--- src/rtl/wb_req_buffer.sv ---
// wb_req_buffer: pipelined Wishbone request FIFO, SPI slave side -> system master.
// Define WB_REQ_BUFFER_STATS_EN to add wb_hiwater_o (peak FIFO fill since reset).
module wb_req_buffer #(
  parameter int WB_ADDR_WIDTH   = 20,
  parameter int DATA_WIDTH      = 8,
  parameter int DEPTH           = 4,
  parameter int MAX_OUTSTANDING = 4
) (
  input  logic                     wb_clock_i,
  input  logic                     wb_reset_ni,
  input  logic [WB_ADDR_WIDTH-1:0] wb_s_addr_i,
  input  logic [DATA_WIDTH-1:0]    wb_s_data_i,
  output logic [DATA_WIDTH-1:0]    wb_s_data_o,
  input  logic                     wb_s_we_i,
  input  logic                     wb_s_cycle_i,
  input  logic                     wb_s_strobe_i,
  output logic                     wb_s_stall_o,
  output logic                     wb_s_ack_o,
  output logic [WB_ADDR_WIDTH-1:0] wb_m_addr_o,
  output logic [DATA_WIDTH-1:0]    wb_m_data_o,
  input  logic [DATA_WIDTH-1:0]    wb_m_data_i,
  output logic                     wb_m_we_o,
  output logic                     wb_m_cycle_o,
  output logic                     wb_m_strobe_o,
  input  logic                     wb_m_stall_i,
  input  logic                     wb_m_ack_i
`ifdef WB_REQ_BUFFER_STATS_EN
  ,
  output logic [$clog2(DEPTH):0]   wb_hiwater_o
`endif
);

  localparam int PW = $clog2(DEPTH);
  localparam int CW = PW + 1;
  localparam int OW = $clog2(MAX_OUTSTANDING + 1);

  logic [WB_ADDR_WIDTH-1:0] r_addr [DEPTH];
  logic [DATA_WIDTH-1:0]    r_data [DEPTH];
  logic                     r_we   [DEPTH];

  logic [PW-1:0]         r_wptr;
  logic [PW-1:0]         r_rptr;
  logic [CW-1:0]         r_count;
  logic [OW-1:0]         r_out;
  logic                  r_mcyc;
  logic                  r_sack;
  logic [DATA_WIDTH-1:0] r_sdata;

  logic          w_stall;
  logic          w_strobe;
  logic          w_push;
  logic          w_pop;
  logic          w_ack;
  logic [PW-1:0] w_head;

  assign w_stall  = (r_count == CW'(DEPTH));
  assign w_strobe = wb_s_cycle_i & (r_count != '0)
                  & (r_out < OW'(MAX_OUTSTANDING));
  assign w_push   = wb_s_cycle_i & wb_s_strobe_i & ~w_stall;
  assign w_pop    = w_strobe & ~wb_m_stall_i;
  assign w_ack    = wb_m_ack_i & r_mcyc & (r_out != '0);

  // When empty, keep showing the most recently popped entry.
  assign w_head = (r_count == '0) ? r_rptr - PW'(1) : r_rptr;

  assign wb_s_stall_o  = w_stall;
  assign wb_m_strobe_o = w_strobe;
  assign wb_m_addr_o   = r_addr[w_head];
  assign wb_m_data_o   = r_data[w_head];
  assign wb_m_we_o     = r_we[w_head];
  assign wb_m_cycle_o  = r_mcyc;
  assign wb_s_ack_o    = r_sack;
  assign wb_s_data_o   = r_sdata;

  // Request storage: write the incoming request at the tail.
  always_ff @(posedge wb_clock_i) begin
    if (!wb_reset_ni) begin
      for (int i = 0; i < DEPTH; i++) begin
        r_addr[i] <= '0;
        r_data[i] <= '0;
        r_we[i]   <= 1'b0;
      end
    end else if (w_push) begin
      r_addr[r_wptr] <= wb_s_addr_i;
      r_data[r_wptr] <= wb_s_data_i;
      r_we[r_wptr]   <= wb_s_we_i;
    end
  end

  // Pointers, fill count and in-flight count; dropping cycle aborts all.
  always_ff @(posedge wb_clock_i) begin
    if (!wb_reset_ni) begin
      r_wptr  <= '0;
      r_rptr  <= '0;
      r_count <= '0;
      r_out   <= '0;
    end else if (!wb_s_cycle_i) begin
      r_rptr  <= r_wptr;
      r_count <= '0;
      r_out   <= '0;
    end else begin
      if (w_push) r_wptr <= r_wptr + PW'(1);
      if (w_pop)  r_rptr <= r_rptr + PW'(1);
      if (w_push && !w_pop)
        r_count <= r_count + CW'(1);
      else if (!w_push && w_pop)
        r_count <= r_count - CW'(1);
      if (w_pop && !w_ack)
        r_out <= r_out + OW'(1);
      else if (!w_pop && w_ack)
        r_out <= r_out - OW'(1);
    end
  end

  // Master cycle: raised by a push, held while work remains.
  always_ff @(posedge wb_clock_i) begin
    if (!wb_reset_ni)
      r_mcyc <= 1'b0;
    else
      r_mcyc <= w_push
              | (wb_s_cycle_i & ((r_count != '0) | (r_out != '0)));
  end

  // Registered ack and read data back to the SPI side.
  always_ff @(posedge wb_clock_i) begin
    if (!wb_reset_ni) begin
      r_sack  <= 1'b0;
      r_sdata <= '0;
    end else begin
      r_sack <= w_ack;
      if (w_ack) r_sdata <= wb_m_data_i;
    end
  end

`ifdef WB_REQ_BUFFER_STATS_EN
  logic [CW-1:0] r_hiwater;

  assign wb_hiwater_o = r_hiwater;

  // Peak fill level; survives aborts, cleared only by reset.
  always_ff @(posedge wb_clock_i) begin
    if (!wb_reset_ni)
      r_hiwater <= '0;
    else if (r_count > r_hiwater)
      r_hiwater <= r_count;
  end
`endif

endmodule

--- config.mk ---
export PLATFORM = sky130hd
export DESIGN_NAME = wb_req_buffer
export DESIGN_NICKNAME = d
export VERILOG_FILES = /design/src/rtl/wb_req_buffer.sv
export SDC_FILE = /design/constraint.sdc
export NUM_CORES = 1
export LEC_CHECK = 0
export CAP_MARGIN = 10
export CORE_MARGIN = 3
export CORE_UTILIZATION = 35
export DETAILED_ROUTE_END_ITERATION = 6
export PLACE_DENSITY = 0.61
export SYNTH_ARGS = -nofsm -noshare
export SYNTH_HDL_FRONTEND = slang
export SYNTH_SLANG_ARGS = --single-unit
--- constraint.sdc ---
create_clock -name wb_clock_i -period 4.1 [get_ports wb_clock_i]
set_input_delay 1.025 -clock wb_clock_i [delete_from_list [all_inputs] [get_ports wb_clock_i]]
set_output_delay 1.025 -clock wb_clock_i [all_outputs]
set_load 0.05 [all_outputs]
# Word-level counts from Yosys, hierarchy flattened
# Memory sizes are Yosys's and may differ from the RTL's.
# Cells that the tools add are included.
[classes]
addsub = 7
n_lt_le_gt_ge = 1
eq_ne = 2
muxes = 20
bitwise = 12
reduce_logical = 17
[ops]
columns = ["operator", "count"]
rows = [
  ["$mux 20", 1],
  ["$reduce_or 20->1", 1],
  ["$mux 2", 6],
  ["$mux 3", 4],
  ["$and 1x1->1", 8],
  ["$mux 1", 8],
  ["$mux 8", 1],
  ["$reduce_or 8->1", 1],
  ["$add 3x1->3 const B", 2],
  ["$reduce_bool 3->1", 2],
  ["$sub 3x1->3 const B", 2],
  ["$add 2x1->2 const B", 2],
  ["$logic_and 1x1->1", 4],
  ["$reduce_and 2->1", 2],
  ["$reduce_bool 2->1", 2],
  ["$eq 3x3->1 const B", 1],
  ["$logic_not 1->1", 3],
  ["$logic_not 3->1", 1],
  ["$lt 3x3->1 const B", 1],
  ["$ne 2x1->1 const B", 1],
  ["$not 1->1", 2],
  ["$or 1x1->1", 2],
  ["$sub 2x1->2 const B", 1],
  ["$reduce_or 1->1", 1],
]
[word_totals]
ff_bits = 20
mem_bits_rw = 116
in_bits = 43
word_cells = 69
memories = 3
[mem_list]
columns = ["memory", "words", "word_bits", "read_ports", "rd_clocked_by_memory_dff", "write_ports", "line_no", "rtl"]
rows = [
  ["r_addr", 4, 20, 1, 0, 4, "37", "logic [WB_ADDR_WIDTH-1:0] r_addr [DEPTH];"],
  ["r_data", 4, 8, 1, 0, 4, "38", "logic [DATA_WIDTH-1:0] r_data [DEPTH];"],
  ["r_we", 4, 1, 1, 0, 4, "39", "logic r_we [DEPTH];"],
]

# Longest topological paths before layout
# Gate-level depths: netlist of the first run.
[depth]
depth_word = 8
mapped_depth = 10

# Least setup slack after synthesis of the first run
# OpenSTA, ideal clock, no wires.
[synth_timing]
kind = "in2reg"
startpoint = "input port wb_s_cycle_i"
endpoint = "memory r_addr[3][0], enable pin"
setup_time_ps = 455
arrival_ps = 3388
required_ps = 3645
path_slack_ps = 256
path_stages = 3
path_buffers = 0
cell_sequence = "and2_1 nand3_1 o21ai_0"
[synth_lines]
columns = ["item", "line_no", "rtl"]
rows = [
  ["start: declaration", "15", "input logic wb_s_cycle_i,"],
  ["end: declaration", "37", ""],
]

# Worst setup path after layout of the first run
[layout_timing]
startpoint = "register r_rptr[0]"
endpoint = "output port wb_m_addr_o[3]"
[layout_via]
elab_chain_len = 3
[layout_rtl]
columns = ["item", "line_no", "rtl"]
rows = [
  ["start: declaration", "42", "logic [PW-1:0] r_rptr;"],
  ["start signal: assignment", "98", "r_rptr <= r_wptr;"],
  ["start signal: assignment", "103", "if (w_pop) r_rptr <= r_rptr + PW'(1);"],
  ["$sub 2x1->2", "64", "assign w_head = (r_count == '0) ? r_rptr - PW'(1) : r_rptr;"],
  ["$mux 2 *", "64", ""],
  ["$mem_v2 4x20 *", "-", ""],
  ["end: declaration", "19", "output logic [WB_ADDR_WIDTH-1:0] wb_m_addr_o,"],
]
# Every way passes the cells marked *; elsewhere a longest branch is shown, timed or not.

==> impl_results.md, run 1 <==
- Outcome: completed
- Critical Path End: wb_m_addr_o[3]
- HP Class: reg2reg
- FF-to-FF path depth: 9
- Worst Path Arrival: 2.49 ns
- Hold buffer count at CTS: 0
- Via-per-instance ratio: 5.11
- Cell accounting for the most synthesized area: edfxtp_1
- Layout area overhead: 20.8%
- Worst hold stages: 2
- Pins Over Slew Limit: 0
- Register area: 3860 µm²
- H-tree depth: 4
- Cells after synthesis: 668
- Slew of the pin with the lowest slew margin: 1.16 ns
- Final Hold Fails: 0
- Avg Inst Size Synth: 11.3 µm²
- DP Cell Count: 985
- Worst hold start: wb_s_data_o[0]
- Placer Congestion: 0.754
- Number of synthesis warnings: 0
- First-pass GRT wire length: 27.3 mm
- GR met1 Demand/Resource: 17.8%
- Vias in the first global route: 5279
- Clk Tree Root Cell: clkbuf_16
- DRC viols: 0
- Clock Latency Late Sink: 0.42 ns
- Crit path time final: 3.52 ns
- # fillers: 1945
- Area occupied by multi-input gates: 3410 µm²
- DR WL/cell: 16.7 µm
- Clk buf depth: 2
- FP Rows: 53
- Final HPWL DP: 10.6 mm
- Global route hottest layer: met2
- Syn Std Cell Area: 7540 µm²
- Initial antenna violation count: 0
- Worst relative slew slack: 22.5%
- Dpl cell area: 8540 µm²
- Initial core utilization: 35.8%
- Layout Nets: 776
- CTS buffer count: 17
- P_leak: 0.00373 µW
- Largest net degree at the start of global routing: 78
- MaxCap Viol Count: 0
- Reg clk slew, reported paths: 0.06 ns
- Crit Reg-Reg Startpoint: r_count[0]
- Cts repair resizes: 0
- Die Wd: 153 µm
- Setup TNS: 0 ns
- Routed via count: 5198
- Utilization after layout: 43.2%
- Worst Setup Path Type: reg2out
- Top area cells in the synthesized netlist: edfxtp_1 (45%), mux2i_1 (12%), and2_1 (9.5%), dfxtp_1 (6.1%), nor3b_1 (5.8%)
- Detailed Route WL: 17.0 mm
- Peak Freq: 284 MHz
- Sequential area share after synthesis: 51.1%
- Unique masters post-synth: 40
- Grt met3 use: 2.89%
- Final period util: 85.8%
- Final design area excluding fillers: 9120 µm²
- Final Non-Filler Cells: 1018
- CTS tree: yes
- Crit path required time: 3.07 ns
- Final setup violation count: 0
- Ratio of cells with drive above 1 in the final layout: 12.3%
- Gr usage total: 14.6%
- Core ar.: 21100 µm²
- P per Cell Area: 427 nW/µm²
- Top cell type's share of synthesized area: 45.0%
- Post-synth net total: 715
- Post-CTS Setup Inserts: 0
- Reg2reg end: r_count[2]
- Post-synthesis register bit count: 136
- IO Pins: 84
- Met2 usage: 25.4%
- Layout Skew: 0.00989 ns
- Grt ovf: 0
- CTS Sinks: 136
- Drt first pass iters: 5
- Worst R2R Setup Slack: 1.64 ns
- RSZ-0062 raised after global routing: false
- Die area: 23400 µm²
- Worst vdd ir: 0.340 mV
- Routed Antenna Nets: 0
- IO Port Bufs: 83
- Worst-path fanout max: 64
- Critical Path Source: r_rptr[0]
- Die Y: 153 µm
- Critical path startpoint category: flop
- Initial drt markers: 172
- Crit end category: output pin
## cell usage in the layout, fill, tap and decap left out, drive strengths merged, types with 4 or more instances in the layout
master / count
nand3: 30
nor3b: 58
nand2: 21
nor3: 34
dfxtp: 23
nand2b: 6
a21oi: 11
edfxtp: 113
and3: 30
mux2i: 91
and3b: 29
xor2: 4
nor2: 9
buf: 45
and2: 114
inv: 11
clkinv: 6
o21ai: 7
clkbuf: 23
clkdlybuf4s50: 53
## Yosys cell counts
cell type / number
clkbuf_1: 28
nand3_1: 30
mux2i_1: 91
edfxtp_1: 113
inv_6: 1
or3_1: 3
nor4_4: 2
buf_4: 1
ha_1: 2
a31oi_1: 1
nand2_1: 20
and2_1: 114
a21oi_1: 11
dfxtp_1: 23
o311a_1: 2
or3b_4: 1
o311ai_0: 1
nor3_1: 33
xor2_1: 4
and3_1: 30
buf_2: 15
nand2_2: 1
clkinv_1: 1
buf_6: 9
or4_1: 2
o31ai_1: 3
fa_1: 2
o21a_1: 1
a211oi_1: 1
nand2b_1: 6
buf_1: 3
inv_1: 6
nor3_2: 1
a21boi_0: 1
nor3b_1: 58
nor2_1: 9
o21ai_0: 7
a21o_1: 1
and3b_1: 29
and4_4: 1
## flip-flops by register name (all words and copies together), names as in the netlist
| name | flops |
|---|---|
| r_count | 3 |
| r_data | 32 |
| wb_s_ack_o | 1 |
| r_rptr | 2 |
| wb_s_data_o | 8 |
| r_wptr | 2 |
| r_addr | 80 |
| wb_m_cycle_o | 1 |
| r_out | 3 |
| r_we | 4 |
## worst max-delay path: stages (launching register included)
cell     delay [ns]
dfxtp_4        0.70
buf_4          0.57
nor3b_1        0.25
mux2i_1        0.10
and3_1         0.22
buf_4          0.20
## per-stage QoR
step | setup WS (ns) | hold slack, ns | power, µW
after floorplan | 0.256 | 0.443 | 2210
after global placement | 0.707 | 0.447 | 2460
after detailed placement | 0.601 | 0.455 | 2480
after CTS | 0.560 | 0.463 | 3940
after global routing | 0.414 | 0.495 | 4050
final | 0.582 | 0.458 | 3900
## logic make-up after synthesis
kind of cell	share of synthesized area (%)
flops	51.1
simple gates	28.7
buf+inv	4.44
compound gates	2.36
fa+ha+maj	0.862
mux	12.1
xor+xnor	0.464
## metal layers
| layer | wire length, µm | part of all wire [%] | vias up |
|---|---|---|---|
| met2 | 8760 | 52 | 94 |
| met1 | 7470 | 44 | 2559 |
| li1 | - | - | 2533 |
| met4 | 192 | 1.1 | 0 |
| met5 | 0 | 0 | - |
| met3 | 562 | 3.3 | 12 |
## where the power goes
group          switching (µW)  internal, µW  leakage [µW]
Clock                     578           881      0.000292
Sequential               51.1          1560       0.00136
Combinational             518           306       0.00208
## area by class of cell
class	instances	share of cell area (%)
Clock buffer	23	5.61
Inverter	8	0.384
Sequential cell	136	42.4
Multi-Input combinational cell	468	37.4
Timing Repair Buffer	98	9.80
Antenna cell	1	0.0274
Tap cell	275	3.77
Clock inverter	9	0.659
## worst min-delay path by stage
stage / to / slack [ns]
floorplan: r_we[0] / 0.44
global placement: wb_s_data_o[5] / 0.45
detailed placement: wb_s_data_o[0] / 0.45
CTS: wb_s_data_o[0] / 0.46
global route: wb_s_data_o[0] / 0.50
finish: wb_s_data_o[0] / 0.46
No activity file was read; power rests on OpenSTA's default activity.
==> inputs of run 2 (changes only) <==
--- a/config.mk
+++ b/config.mk
@@ -5,6 +5,7 @@
 export SDC_FILE = /design/constraint.sdc
 export NUM_CORES = 1
 export LEC_CHECK = 0
+export ABC_AREA = 0
 export CAP_MARGIN = 10
 export CORE_MARGIN = 3
 export CORE_UTILIZATION = 35
==> results of run 2 <==
Same layout as run 1: the final DEF is identical, and so are final timing and power.
==> inputs of run 3 (changes only) <==
--- a/config.mk
+++ b/config.mk
@@ -10,7 +10,7 @@
 export CORE_MARGIN = 3
 export CORE_UTILIZATION = 35
 export DETAILED_ROUTE_END_ITERATION = 6
-export PLACE_DENSITY = 0.61
+export PLACE_DENSITY = 0.5
 export SYNTH_ARGS = -nofsm -noshare
 export SYNTH_HDL_FRONTEND = slang
 export SYNTH_SLANG_ARGS = --single-unit
==> impl_results.md, run 3 (synthesis gave the netlist of run 1 again) <==
- IO Port Bufs: 83
- FF-to-FF path depth: 9
- DRC viols: 0
- Max reg flops: 80
- Most frequent cells in the layout: and2_1 (114), edfxtp_1 (113), mux2i_1 (91)
- Die Y: 153 µm
- Clk buf depth: 2
- Routed via count: 5182
- P_leak: 0.00376 µW
- Utilization after layout: 43.5%
- Die Wd: 153 µm
- Clock Latency Late Sink: 0.42 ns
- RSZ-0062 raised after global routing: false
- Max incr delay on CP: 0.85 ns
- CP Cell Sequence: or4_1 > buf_16 > nand3_1 > and3_1 > buf_4
- Biggest register: r_addr
- Routed Antenna Nets: 0
- Detailed Route WL: 17.5 mm
- Ratio of cells with drive above 1 in the final layout: 12.3%
- WHS Endpoint: wb_s_data_o[3]
- Via-per-instance ratio: 5.10
- M1 wire length: 8.25 mm
- Cts repair resizes: 0
- Crit path time final: 3.52 ns
- Critical path startpoint category: flop
- Area occupied by multi-input gates: 3410 µm²
- Initial drt markers: 314
- H-tree depth: 4
- Layout Nets: 775
- Final setup violation count: 0
- Slew of the pin with the lowest slew margin: 1.13 ns
- Commonest non-fill, non-tap cell in the layout: and2_1
- CTS Sinks: 136
- Final HPWL DP: 10.8 mm
- First-pass GRT wire length: 28.2 mm
- Initial antenna violation count: 0
- Layout Skew: 0.00824 ns
- Worst vdd ir: 0.281 mV
- Placer Congestion: 0.710
- Clk Tree Root Cell: clkbuf_16
- Worst hold start: wb_s_data_o[3]
- Wire length on met2: 8.57 mm
- FP Rows: 53
- Final period util: 85.7%
- P per Cell Area: 438 nW/µm²
- Post-CTS Setup Inserts: 0
- Top Metal Used: met4
- Worst hold stages: 2
- Die area: 23400 µm²
- Peak Freq: 284 MHz
- Hold buffer count at CTS: 0
- Layout area overhead: 21.7%
- Worst R2R Setup Slack: 1.39 ns
- Final Hold Fails: 0
- HP Class: reg2reg
- Diodes inserted: 0
- Crit path required time: 3.07 ns
- Crit end category: output pin
- Worst-path fanout max: 17
- Drt first pass iters: 4
- Worst Setup Path Type: reg2out
- Crit Reg-Reg Startpoint: r_count[0]
- Slowest CP cell: or4_1
- Gr usage total: 15.2%
- Setup TNS: 0 ns
- Initial core utilization: 35.8%
- Worst Path Arrival: 2.49 ns
- IO Pins: 84
- Reg clk slew, reported paths: 0.06 ns
- MaxCap Viol Count: 0
- Register area: 3860 µm²
- # fillers: 1992
- Core ar.: 21100 µm²
- CTS buffer count: 17
- Pins Over Slew Limit: 0
- Reg2reg end: r_out[2]
- Outcome: completed
- Worst relative slew slack: 24.7%
- Routed length on met3: 562 µm
- Largest net degree at the start of global routing: 84
- DR WL/cell: 17.3 µm
- Vias in the first global route: 5203
- Grt ovf: 0
- CTS tree: yes
==> run 3: cell type report <==
class | count | area share (%)
Sequential cell | 136 | 42.1
Multi-Input combinational cell | 468 | 37.1
Timing Repair Buffer | 97 | 9.87
Clock buffer | 25 | 6.32
Tap cell | 275 | 3.75
Clock inverter | 7 | 0.477
Inverter | 8 | 0.382
==> run 3: how the worst max path moves through the flow <==
stage / from / end / slack [ns] / cells after the start
floorplan: wb_s_cycle_i / r_addr[3][0] / 0.26 / 3
global placement: wb_s_cycle_i / r_addr[0][4] / 0.68 / 4
detailed placement: wb_s_cycle_i / r_out[2] / 0.57 / 9
CTS: r_count[0] / wb_m_addr_o[3] / 0.34 / 4
global route: r_rptr[1] / wb_m_addr_o[6] / 0.45 / 5
finish: r_count[0] / wb_m_addr_o[2] / 0.58 / 5
==> run 3: power by group <==
| part | internal, µW | switching [µW] |
|---|---|---|
| clock network | 984 | 588 |
| logic | 312 | 530 |
| registers | 1560 | 41.6 |
==> run 3: per-layer routing <==
metal	GRT usage [%]	up-vias
li1	-	2550
met1	19.7	2542
met2	25.9	77
met3	3.34	13
met4	4.45	0
met5	0	-
==> run 3: per-stage QoR <==
step / instances / area (µm²) / total power [µW] / hold slack [ns] / worst slack [ns]
floorplan: 668 / 7540 / 2210 / 0.443 / 0.256
global placement: 983 / 8530 / 2470 / 0.445 / 0.679
detailed placement: 983 / 8530 / 2480 / 0.457 / 0.575
CTS: 1015 / 9150 / 4070 / 0.463 / 0.342
global route: 1016 / 9180 / 4190 / 0.490 / 0.447
finish: 1016 / 9180 / 4020 / 0.459 / 0.585
==> run 3: worst max-delay path: cells and delay by family (launching register included) <==
kind / cells / cell delay (ns)
simple gates: 3 / 1.15
flops: 1 / 0.40
buf+inv: 2 / 0.50
